$ cat config.mk
export PLATFORM = sky130hd
export DESIGN_NAME = cam_arbiter
export DESIGN_NICKNAME = d
export VERILOG_FILES = /design/src/rtl/cam_arbiter.sv
export SDC_FILE = /design/constraint.sdc
export NUM_CORES = 1
export LEC_CHECK = 0
export ABC_CLOCK_PERIOD_IN_PS = 2700
export CAP_MARGIN = 30
export CORE_UTILIZATION = 37
export CTS_BUF_LIST = sky130_fd_sc_hd__clkbuf_2 sky130_fd_sc_hd__clkbuf_4 sky130_fd_sc_hd__clkbuf_8
export CTS_CLUSTER_SIZE = 30
export DETAILED_ROUTE_END_ITERATION = 6
export PLACE_DENSITY = 0.84
export RECOVER_POWER = 50
export SLEW_MARGIN = 30
export SYNTH_ARGS = -nofsm -noshare
export SYNTH_HDL_FRONTEND = slang
export SYNTH_SLANG_ARGS = --single-unit
export TNS_END_PERCENT = 30
$ cat constraint.sdc
create_clock -name clk -period 2.7 [get_ports clk]
set_input_delay 0.27 -clock clk [delete_from_list [all_inputs] [get_ports clk]]
set_output_delay 0.27 -clock clk [all_outputs]
set_load 0.02 [all_outputs]
$ cat src/rtl/cam_arbiter.sv
// Round-robin arbiter sharing one CAM port among NUM_REQ requesters.
// Build option CAM_ARB_WRITE_PRIO_EN: pending writes beat searches.
module cam_arbiter #(
  parameter int NUM_REQ     = 4,
  parameter int KEY_WIDTH   = 32,
  parameter int KEY_DEPTH   = 16,
  parameter int CAM_LATENCY = 1,
  parameter int WR_HOLD     = 1,
  localparam int ADDR_W     = $clog2(KEY_DEPTH),
  localparam int IDX_W      = $clog2(NUM_REQ)
) (
  input  logic                          clk,
  input  logic                          rst,
  input  logic [NUM_REQ-1:0]            req_vld,
  output logic [NUM_REQ-1:0]            req_rdy,
  input  logic [NUM_REQ-1:0]            req_we,
  input  logic [NUM_REQ*ADDR_W-1:0]     req_addr,
  input  logic [NUM_REQ*KEY_WIDTH-1:0]  req_data,
  output logic [NUM_REQ-1:0]            resp_vld,
  output logic                          resp_hit,
  output logic [ADDR_W-1:0]             resp_addr,
  output logic                          cam_req_vld,
  output logic                          cam_req_we,
  output logic [ADDR_W-1:0]             cam_req_addr,
  output logic [KEY_WIDTH-1:0]          cam_req_data,
  input  logic                          cam_resp_vld,
  input  logic                          cam_resp_hit,
  input  logic [ADDR_W-1:0]             cam_resp_addr
);

  typedef enum logic [0:0] {
    ARB  = 1'b0,
    HOLD = 1'b1
  } state_t;

  state_t               state_q, state_d;
  logic [1:0]           hold_q, hold_d;
  logic [IDX_W-1:0]     rr_q, rr_d;
  logic [NUM_REQ-1:0]   rdy_q, rdy_d;
  logic                 cvld_q, cvld_d;
  logic                 cwe_q, cwe_d;
  logic [ADDR_W-1:0]    caddr_q, caddr_d;
  logic [KEY_WIDTH-1:0] cdata_q, cdata_d;

  // Tags are kept one-hot: a zero slot marks a write or idle cycle.
  logic [CAM_LATENCY-1:0][NUM_REQ-1:0] tag_q;
  logic [NUM_REQ-1:0]   tail;
  logic [2:0]           flush_q;
  logic                 err_orphan_q;
  logic                 orphan;

  logic [NUM_REQ-1:0]   cand;
  logic                 found;
  logic [IDX_W-1:0]     win;

  always_comb begin
    int j;
    cand = req_vld & ~rdy_q;
`ifdef CAM_ARB_WRITE_PRIO_EN
    if (|(cand & req_we)) cand = cand & req_we;
`endif
    found = 1'b0;
    win   = '0;
    j     = 0;
    for (int k = 0; k < NUM_REQ; k++) begin
      j = int'(rr_q) + k;
      if (j >= NUM_REQ) j = j - NUM_REQ;
      if (!found && cand[j]) begin
        found = 1'b1;
        win   = IDX_W'(j);
      end
    end
  end

  always_comb begin
    state_d = state_q;
    hold_d  = hold_q;
    rr_d    = rr_q;
    rdy_d   = '0;
    cvld_d  = 1'b0;
    cwe_d   = 1'b0;
    caddr_d = '0;
    cdata_d = '0;
    unique case (state_q)
      ARB: begin
        if (found) begin
          rdy_d[win] = 1'b1;
          cvld_d     = 1'b1;
          cwe_d      = req_we[win];
          caddr_d    = req_addr[win*ADDR_W +: ADDR_W];
          cdata_d    = req_data[win*KEY_WIDTH +: KEY_WIDTH];
          rr_d       = (win == IDX_W'(NUM_REQ - 1)) ?
                       '0 : win + 1'b1;
          if (req_we[win] && WR_HOLD > 0) begin
            state_d = HOLD;
            hold_d  = 2'(WR_HOLD);
          end
        end
      end
      HOLD: begin
        hold_d = hold_q - 2'd1;
        if (hold_q <= 2'd1) state_d = ARB;
      end
      default: state_d = ARB;
    endcase
  end

  always_ff @(posedge clk or posedge rst) begin
    if (rst) begin
      state_q      <= ARB;
      hold_q       <= '0;
      rr_q         <= '0;
      rdy_q        <= '0;
      cvld_q       <= 1'b0;
      cwe_q        <= 1'b0;
      caddr_q      <= '0;
      cdata_q      <= '0;
      tag_q        <= '0;
      flush_q      <= 3'(CAM_LATENCY + 1);
      err_orphan_q <= 1'b0;
    end else begin
      state_q  <= state_d;
      hold_q   <= hold_d;
      rr_q     <= rr_d;
      rdy_q    <= rdy_d;
      cvld_q   <= cvld_d;
      cwe_q    <= cwe_d;
      caddr_q  <= caddr_d;
      cdata_q  <= cdata_d;
      tag_q[0] <= cwe_q ? '0 : rdy_q;
      for (int s = 1; s < CAM_LATENCY; s++)
        tag_q[s] <= tag_q[s-1];
      if (flush_q != '0) flush_q <= flush_q - 3'd1;
      if (orphan) err_orphan_q <= 1'b1;
    end
  end

  // Responses to requests cut off by reset may still drain after release.
  assign tail      = tag_q[CAM_LATENCY-1];
  assign orphan    = cam_resp_vld & ~(|tail) & (flush_q == '0);
  assign resp_vld  = cam_resp_vld ? tail : '0;
  assign resp_hit  = cam_resp_vld & (|tail) & cam_resp_hit;
  assign resp_addr = resp_hit ? cam_resp_addr : '0;

  assign req_rdy      = rdy_q;
  assign cam_req_vld  = cvld_q;
  assign cam_req_we   = cwe_q;
  assign cam_req_addr = caddr_q;
  assign cam_req_data = cdata_q;

  assert property (@(posedge clk) disable iff (rst) !err_orphan_q);

endmodule

==> run summary, run 1 <==
The die is 93.21 µm tall. The pin count of the biggest net entering global routing is 48, and the TritonCTS buffer count is 5. The initial standard-cell utilization of the core was 39.02%. The flow ran to the end, and the final reports show no timing, DRC or antenna violations.

In the layout the commonest cells are clkdlybuf4s50_1, nand2_1, mux2i_1. For this run the aggregate overflow at the end of global routing stands at 0. The logs give 80 for the initial DRC count and 0 for the number of antenna violations at the first check in global routing.

After legalization and detailed placement, the total HPWL measured 7309 µm. Using the TritonRoute via totals, the vias-per-cell ratio works out to 4.847. Once the clock tree was built, the setup fixing pass inserted 0 buffers.

The worst setup path is of the input port to output pin kind. The total of endpoints with negative setup slack in the final report is 0, and the remaining antenna violation count is 0. At the end of routability-driven placement, the weighted congestion stood at 0.7987. The kind of cell adding the most delay to the critical path is buffers and inverters. The beginning of the worst hold path was cam_req_we. The relative contribution of sequential cells to total power is 25.1%, and the data arrival time of the critical path is 1.79 ns. The time the worst path needs with I/O delays and setup was 2.063 ns. Ratio of final minimum period to clock period: 76.40%. At the pin with the least slew margin, the transition time is 0.9491 ns.

The worst setup path is captured at an output pin. The mean area per synthesized cell works out to 9.771 µm². After synthesis, the largest area contributor takes up 41.46% of total cell area. The mapped netlist covers 3078 µm². The required time of the critical path is 2.43 ns.

For the number of buffers between clock root and the deepest sink, the log shows 2. For this run, the post-layout net count is 684. The tools report the count of boundary I/O pins as 211. Counting distinct cell types in the post-synthesis netlist gives 34. The critical path starts at cam_resp_vld.

The number of register bits inferred by synthesis works out to 51. The slowest stage of the critical path belongs to the cell clkdlybuf4s50_1. The worst setup path is launched from an input port. After clock tree synthesis, the repair step resized 0 gates. The end of the worst register-to-register path was cam_req_data[18]. The setup check on the worst reg-to-reg path leaves a slack of 0.69 ns. Dominant cell type by count on the critical path: clkdlybuf4s50_1. The first global-routing pass estimated 14460 µm of wire. The worst register-to-register path has a depth of 7. The path class of the tightest hold or removal check is flip-flop to flip-flop. Cell internal power was estimated by the tool at 2.889 mW. CTS placed an instance of clkbuf_8 at the clock tree root. The clock sink total came out at 51.

The first detailed-routing pass took 4 iterations. The number of maximum-capacitance constraint violations was 0; the H-tree level count was 2. The share of the Yosys chip area taken by registers is 41.46%. The number of buffers and inverters on the critical path works out to 2.

The share of total power in combinational logic was 66.0%. On the final layout, the worst clock skew is 0.01227 ns. The post-route netlist has 5.000% of its cells at a drive strength greater than 1.

The tools report the final number of max-transition violations as 0. The number of logic stages on the critical path including buffering is 5. Power spread over the standard cell area amounts to 925.5 nW/µm². The analysis attributes to cell leakage a power of 2.486 nW.

The analysis attributes to net switching a power of 2.072 mW. Of the total power, the clock network draws 8.9%. The tools report the routed wire length as 9166 µm. Setup repair after global routing left no endpoint under its margin. In this design, the stage delay of the slowest critical-path cell is 0.59 ns.

The Yosys step of the flow raised 0 warnings. The library cell used most frequently in the layout, excluding fill and tap cells, is clkdlybuf4s50_1. The cell row count is 32. The tools report the destination of the critical timing path as resp_addr[3]. The instance count of the mapped netlist is 315. Via count of the first global-routing pass: 3036. For the final-report hold violation count, the log shows 0. For the worst-skew pair, the clock arrives at the later sink with an insertion delay of 0.30 ns. The run gives 7888 µm² as the floorplan core area. Setup slack on the critical path of the routed design comes to 0.6373 ns.

For the final routed DRC violation total, the log shows 0. TritonCTS built the clock tree. Across the whole layout, storage elements account for 1276 µm². The multi-input combinational cell area is 1662 µm², and the maximum VDD drop is 0.5113 mV. Tightest slew margin relative to the limit: 36.72%. Detailed routing inserted a total of 3015 vias. The floorplan step defined a die boundary enclosing 8687 µm². The number of buffers added to fix hold violations after cts was 0; the clock transition time at the flip-flop clock pins of the worst setup and hold paths was 0.09 ns.

The repair_antennas step left the layout with diodes totalling 0. The signal on the critical path passes through clkdlybuf4s50_1 -> nand2_1 -> nor2_1 -> and2_1 -> clkdlybuf4s50_1. After filler insertion, the fill cell instance count of the layout stands at 611.

For the final routed database, the setup TNS stands at 0 ns. Based on the critical path, the design can be clocked at up to 484.8 MHz. Global routing used 21.27% of the available tracks across all layers.

Sorting the synthesized cells by area gives the leading types as dfrtp_1, mux2i_1, nand2_1. Net switching is 41.76% of the power. The horizontal die dimension is 93.21 µm. The worst register-to-register path begins at req_rdy[2]. The maximum fanout encountered on the critical timing path is 5, and the worst slack at placement is 0.3795 ns. dfrtp_1 takes more of the synthesized area than any other cell. The run gives 480 as the number of nets in the synthesized netlist.

Dividing the detail-routed wire length by the instance count gives 14.74 µm. The count of buffers added on input and output ports is 210. Area growth from synthesis to final layout: 74.15%.
## flip-flops by register name, summed over array words and instances (netlist names)
register and cells:
cam_req_data 32, cam_req_addr 4, req_rdy 4, tag_q 4, hold_q 2, rr_q 2, cam_req_vld 1, cam_req_we 1
state_q 1
## area by class of cell
type / count / share of cell area (%)
Clock buffer: 6 / 1.424
Clock inverter: 2 / 0.2334
Inverter: 5 / 0.3501
Multi-Input combinational cell: 237 / 31.00
Sequential cell: 51 / 23.81
Tap cell: 102 / 2.381
Timing Repair Buffer: 219 / 40.80
## worst min path at each step
stage	end	slack, ns	cells past startpoint
2_1_floorplan	hold_q[0]	0.52	2
3_3_place_gp	tag_q[2]	0.49	1
3_5_place_dp	tag_q[3]	0.51	1
4_1_cts	cam_req_data[0]	0.30	2
5_1_grt	tag_q[3]	0.55	1
6_report	tag_q[3]	0.52	1
## power by group through the flow
stage	logic, mW	registers [mW]	clock network, mW
finish	3.28	1.24	0.441
global route	3.57	1.28	0.482
CTS	3.37	1.26	0.459
detailed placement	3.36	1.27	0
global placement	3.28	1.26	0
floorplan	1.87	1.57	0
## cell families (layout without fill, tap and decap cells)
family | after synthesis | after routing | share of synthesized area [%]
buf+inv | 27 | 232 | 5.284
simple gates | 142 | 142 | 22.48
mux | 74 | 74 | 24.23
fa+ha+maj | 5 | 5 | 2.033
compound gates | 16 | 16 | 4.512
flops | 51 | 51 | 41.46
## per-stage QoR
stage                     instance area, µm²  instances  power (mW)  utilization [%]  hold WS (ns)
after global placement                  5279        614       4.545            66.93        0.4915
final                                   5360        622       4.961            67.96        0.5221
after global routing                    5360        622       5.332            67.96        0.5472
after detailed placement                5279        614       4.631            66.93        0.5069
after floorplan                         3078        315       3.439                -        0.5165
after CTS                               5368        622       5.085            68.05        0.3005
## cell usage after synthesis
cell type	instances
o2bb2ai_2	1
and2_1	12
mux2i_1	73
nand2_1	78
inv_2	2
nand2b_1	1
a31oi_1	1
o2bb2ai_1	1
nor2_1	4
o22a_2	1
or2_2	1
ha_1	5
o31ai_2	1
a22oi_1	1
nor2b_1	6
buf_1	1
mux2_4	1
buf_2	7
o221a_1	2
o21bai_1	1
a211oi_1	1
nor4_1	1
and3_1	36
o21ai_0	2
inv_1	3
nor2b_2	1
nand3_1	1
dfrtp_1	51
o21a_1	3
nand2b_4	1
buf_6	4
buf_4	6
o22a_1	1
clkbuf_1	4
## metal layers
layer  wire (µm)  GRT usage [%]  part of all wire, %
met1        3319          22.90                   36
met5           0              0                    0
met2        5012          41.48                   55
met4         162          6.667                  1.8
met3         672          3.821                  7.3
Note: power is estimated with default switching activity, not from simulation.
==> run 2: changes to the inputs <==
--- a/config.mk
+++ b/config.mk
@@ -5,13 +5,13 @@
 export SDC_FILE = /design/constraint.sdc
 export NUM_CORES = 1
 export LEC_CHECK = 0
-export ABC_CLOCK_PERIOD_IN_PS = 2700
+export ABC_CLOCK_PERIOD_IN_PS = 1800
 export CAP_MARGIN = 30
-export CORE_UTILIZATION = 37
+export CORE_UTILIZATION = 33
 export CTS_BUF_LIST = sky130_fd_sc_hd__clkbuf_2 sky130_fd_sc_hd__clkbuf_4 sky130_fd_sc_hd__clkbuf_8
 export CTS_CLUSTER_SIZE = 30
 export DETAILED_ROUTE_END_ITERATION = 6
-export PLACE_DENSITY = 0.84
+export PLACE_DENSITY = 0.79
 export RECOVER_POWER = 50
 export SLEW_MARGIN = 30
 export SYNTH_ARGS = -nofsm -noshare
==> constraint.sdc (replaced) <==
create_clock -name clk -period 1.8 [get_ports clk]
set_input_delay 0.18 -clock clk [delete_from_list [all_inputs] [get_ports clk]]
set_output_delay 0.18 -clock clk [all_outputs]
set_load 0.02 [all_outputs]
==> run summary, run 2 (synthesis gave the netlist of run 1 again) <==
In this run the clock root is driven by a clkbuf_8. The overall track demand over capacity in global routing was 19.34%. The final total power is 8.764 mW, and the TritonCTS buffer count is 5. The average wire per standard cell works out to 15.22 µm. Pin count of the biggest net entering global routing: 52. The register with the most flip-flops in the layout has 32 of them. Setup repair after global routing could not meet its margin everywhere.

Final antenna diode count: 0. The run gives 0 as the final number of max-transition violations. The first detailed-routing pass took 4 iterations. The logs give 0 for the residual overflow from global routing and 9717 µm² for the die footprint. The layout cell share with drive strength beyond 1 was 12.38%. For the via count of the first global-routing pass, the log shows 3135. Final net count: 705. The post-detailed-route via-to-cell ratio was 4.824. For this block, the via count after detailed routing is 3131. The tools report the amount of wire on met3 after detailed routing as 586 µm. STA puts the critical path data arrival time at 2.08 ns.

Wire segments on met2 add up to 5545 µm in the final route. The top layer used by detailed routing was met4. The run gives 0 as the remaining antenna violation count. After layout, the minimum clock period comes to 1.894 ns. The tools report the slack of the critical path as -0.09406 ns.

On the critical path, the stage with the largest delay is an instance of dfrtp_2. Data on the critical path is required at its endpoint by 1.99 ns. The highest cell delay on the worst timing path came out at 0.41 ns. The congestion estimate from routability-driven global placement came to 0.7677. Based on the critical path, the design can be clocked at up to 528.0 MHz.

The ratio of final minimum period to clock period was 105.2%; the clock sink total was 51. Clock-pin slew was measured on the worst setup and hold paths at 0.10 ns. The worst setup path is captured at a flip-flop. The critical path in this run is classified as flip-flop to flip-flop. Relative to the synthesized area, the layout overhead comes to 89.02%.

The horizontal die dimension is 98.58 µm, and the final setup skew is 0.008840 ns. The number of buffers inserted by port buffering came out at 210. At the pin with the least slew margin, the transition time is 1.232 ns. Cell row count: 34. Walking the worst path, the cells encountered are nand2b_4 -> o221a_1 -> o22a_4 -> mux2_4 -> o2bb2ai_4 -> o21a_1. The logs give 2.673 nW for the reported leakage power and 0.30 ns for the clock latency on the worst-skew pair. For this block, the initial DRC count from the detailed router was 51. The total of endpoints with negative setup slack in the final report is 34.

The tools report the tightest slew margin relative to the limit as 17.88%. The floorplan step defined a core boundary enclosing 8891 µm². TritonCTS built the clock tree. The tools report the launching element type of the critical path as a flip-flop. Max-cap violations in this run came to 0. The wire-length estimate of the detail-placed layout is 7445 µm.

The final-report hold violation count was 0; the count of boundary I/O pins was 211. Across the VDD grid, the largest voltage drop is 0.6087 mV. The final reports fail on setup timing. The H-tree was split into 2 levels.

The run finished, with violations left. For this configuration, the core starts out at a cell density of 34.62%. Measured along the y axis, the die boundary spans 98.58 µm.

For this design the ratio of total power to cell area is 1506 nW/µm². The run gives 14940 µm as the first-pass GRT wire length. After detailed routing, the wire length on met1 is 3680 µm. The number of antenna violations at the first check in global routing was 0; the routed wire length was 9878 µm. Hold repair after CTS inserted 0 buffers.

The number of buffers between clock root and the deepest sink is 2. The most frequent standard cell in the layout excluding fill and tap cells was clkdlybuf4s50_1. In the routed design, unresolved DRC markers number 0. Leaving out fill and tap cells, the most frequent cells in the layout are clkdlybuf4s50_1, nand2_1, mux2i_1. Maximum fanout encountered on the critical timing path: 6. The class of the worst hold path was flip-flop to flip-flop. The utilization of the core after routing is 65.44%.
==> run 2: final cells by class <==
cell class / instances / area, µm²
inverter: 5 / 18.77
clock buffer: 7 / 90.09
multi-input combinational: 237 / 1767
tap: 108 / 135.1
sequential: 51 / 1279
fill: 711 / 3073
timing repair buffer: 240 / 2524
clock inverter: 1 / 5.005
==> run 2: path summary, 6_finish.rpt <==
check | start | endpoint | slack, ns | depth (start not counted)
setup / recovery | req_rdy[2] | hold_q[0] | -0.09 | 6
hold / removal | cam_req_we | tag_q[3] | 0.53 | 1
setup reg to reg | req_rdy[2] | hold_q[0] | -0.09 | 6
hold reg to reg | cam_req_we | tag_q[3] | 0.53 | 1
max in group asynchronous | rst | req_rdy[0] | 0.23 | 3
min in group asynchronous | rst | cam_req_data[24] | 0.74 | 3
==> run 2: critical path: cells and delay by family, from the launching register on <==
family / cells / cell delay, ns
AND/OR/NAND/NOR: 1 / 0.18
AO/OA/AOI/OAI: 4 / 0.86
flip-flops: 1 / 0.41
multiplexers: 1 / 0.33
==> run 2: repair_timing <==
action | 4_1_cts | 5_1_grt
buffers inserted | 2 | 4
pin swaps | 0 | 14
setup endpoints to repair | 44 | 46
hold endpoints to repair | 0 | 0
resized for setup | 8 | 17
gates cloned | 1 | 3
==> run 2: stage by stage <==
step / setup slack, ns / area (µm²) / setup TNS (ns) / hold slack [ns] / instances
after CTS: -0.07517 / 5639 / -1.140 / 0.2470 / 642
after floorplan: -0.01471 / 3152 / -0.04321 / 0.4381 / 315
after global placement: -0.3486 / 5487 / -12.41 / 0.5016 / 631
after global routing: -0.1403 / 5818 / -3.608 / 0.5694 / 649
final: -0.09406 / 5818 / -0.8613 / 0.5294 / 649
after detailed placement: -0.4077 / 5487 / -15.27 / 0.5048 / 631
==> run 2: power by group <==
group	internal [mW]	switching (mW)	total, mW	leakage [nW]
logic	3.33	2.84	6.17	1.98
clock network	0.326	0.370	0.697	0.0517
registers	1.65	0.245	1.90	0.646
==> run 2: metal layers <==
layer | vias to the layer above | track usage [%]
met4 | 0 | 4.478
met5 | - | 0
met2 | 127 | 37.59
met3 | 4 | 3.972
li1 | 1516 | -
met1 | 1484 | 21.45
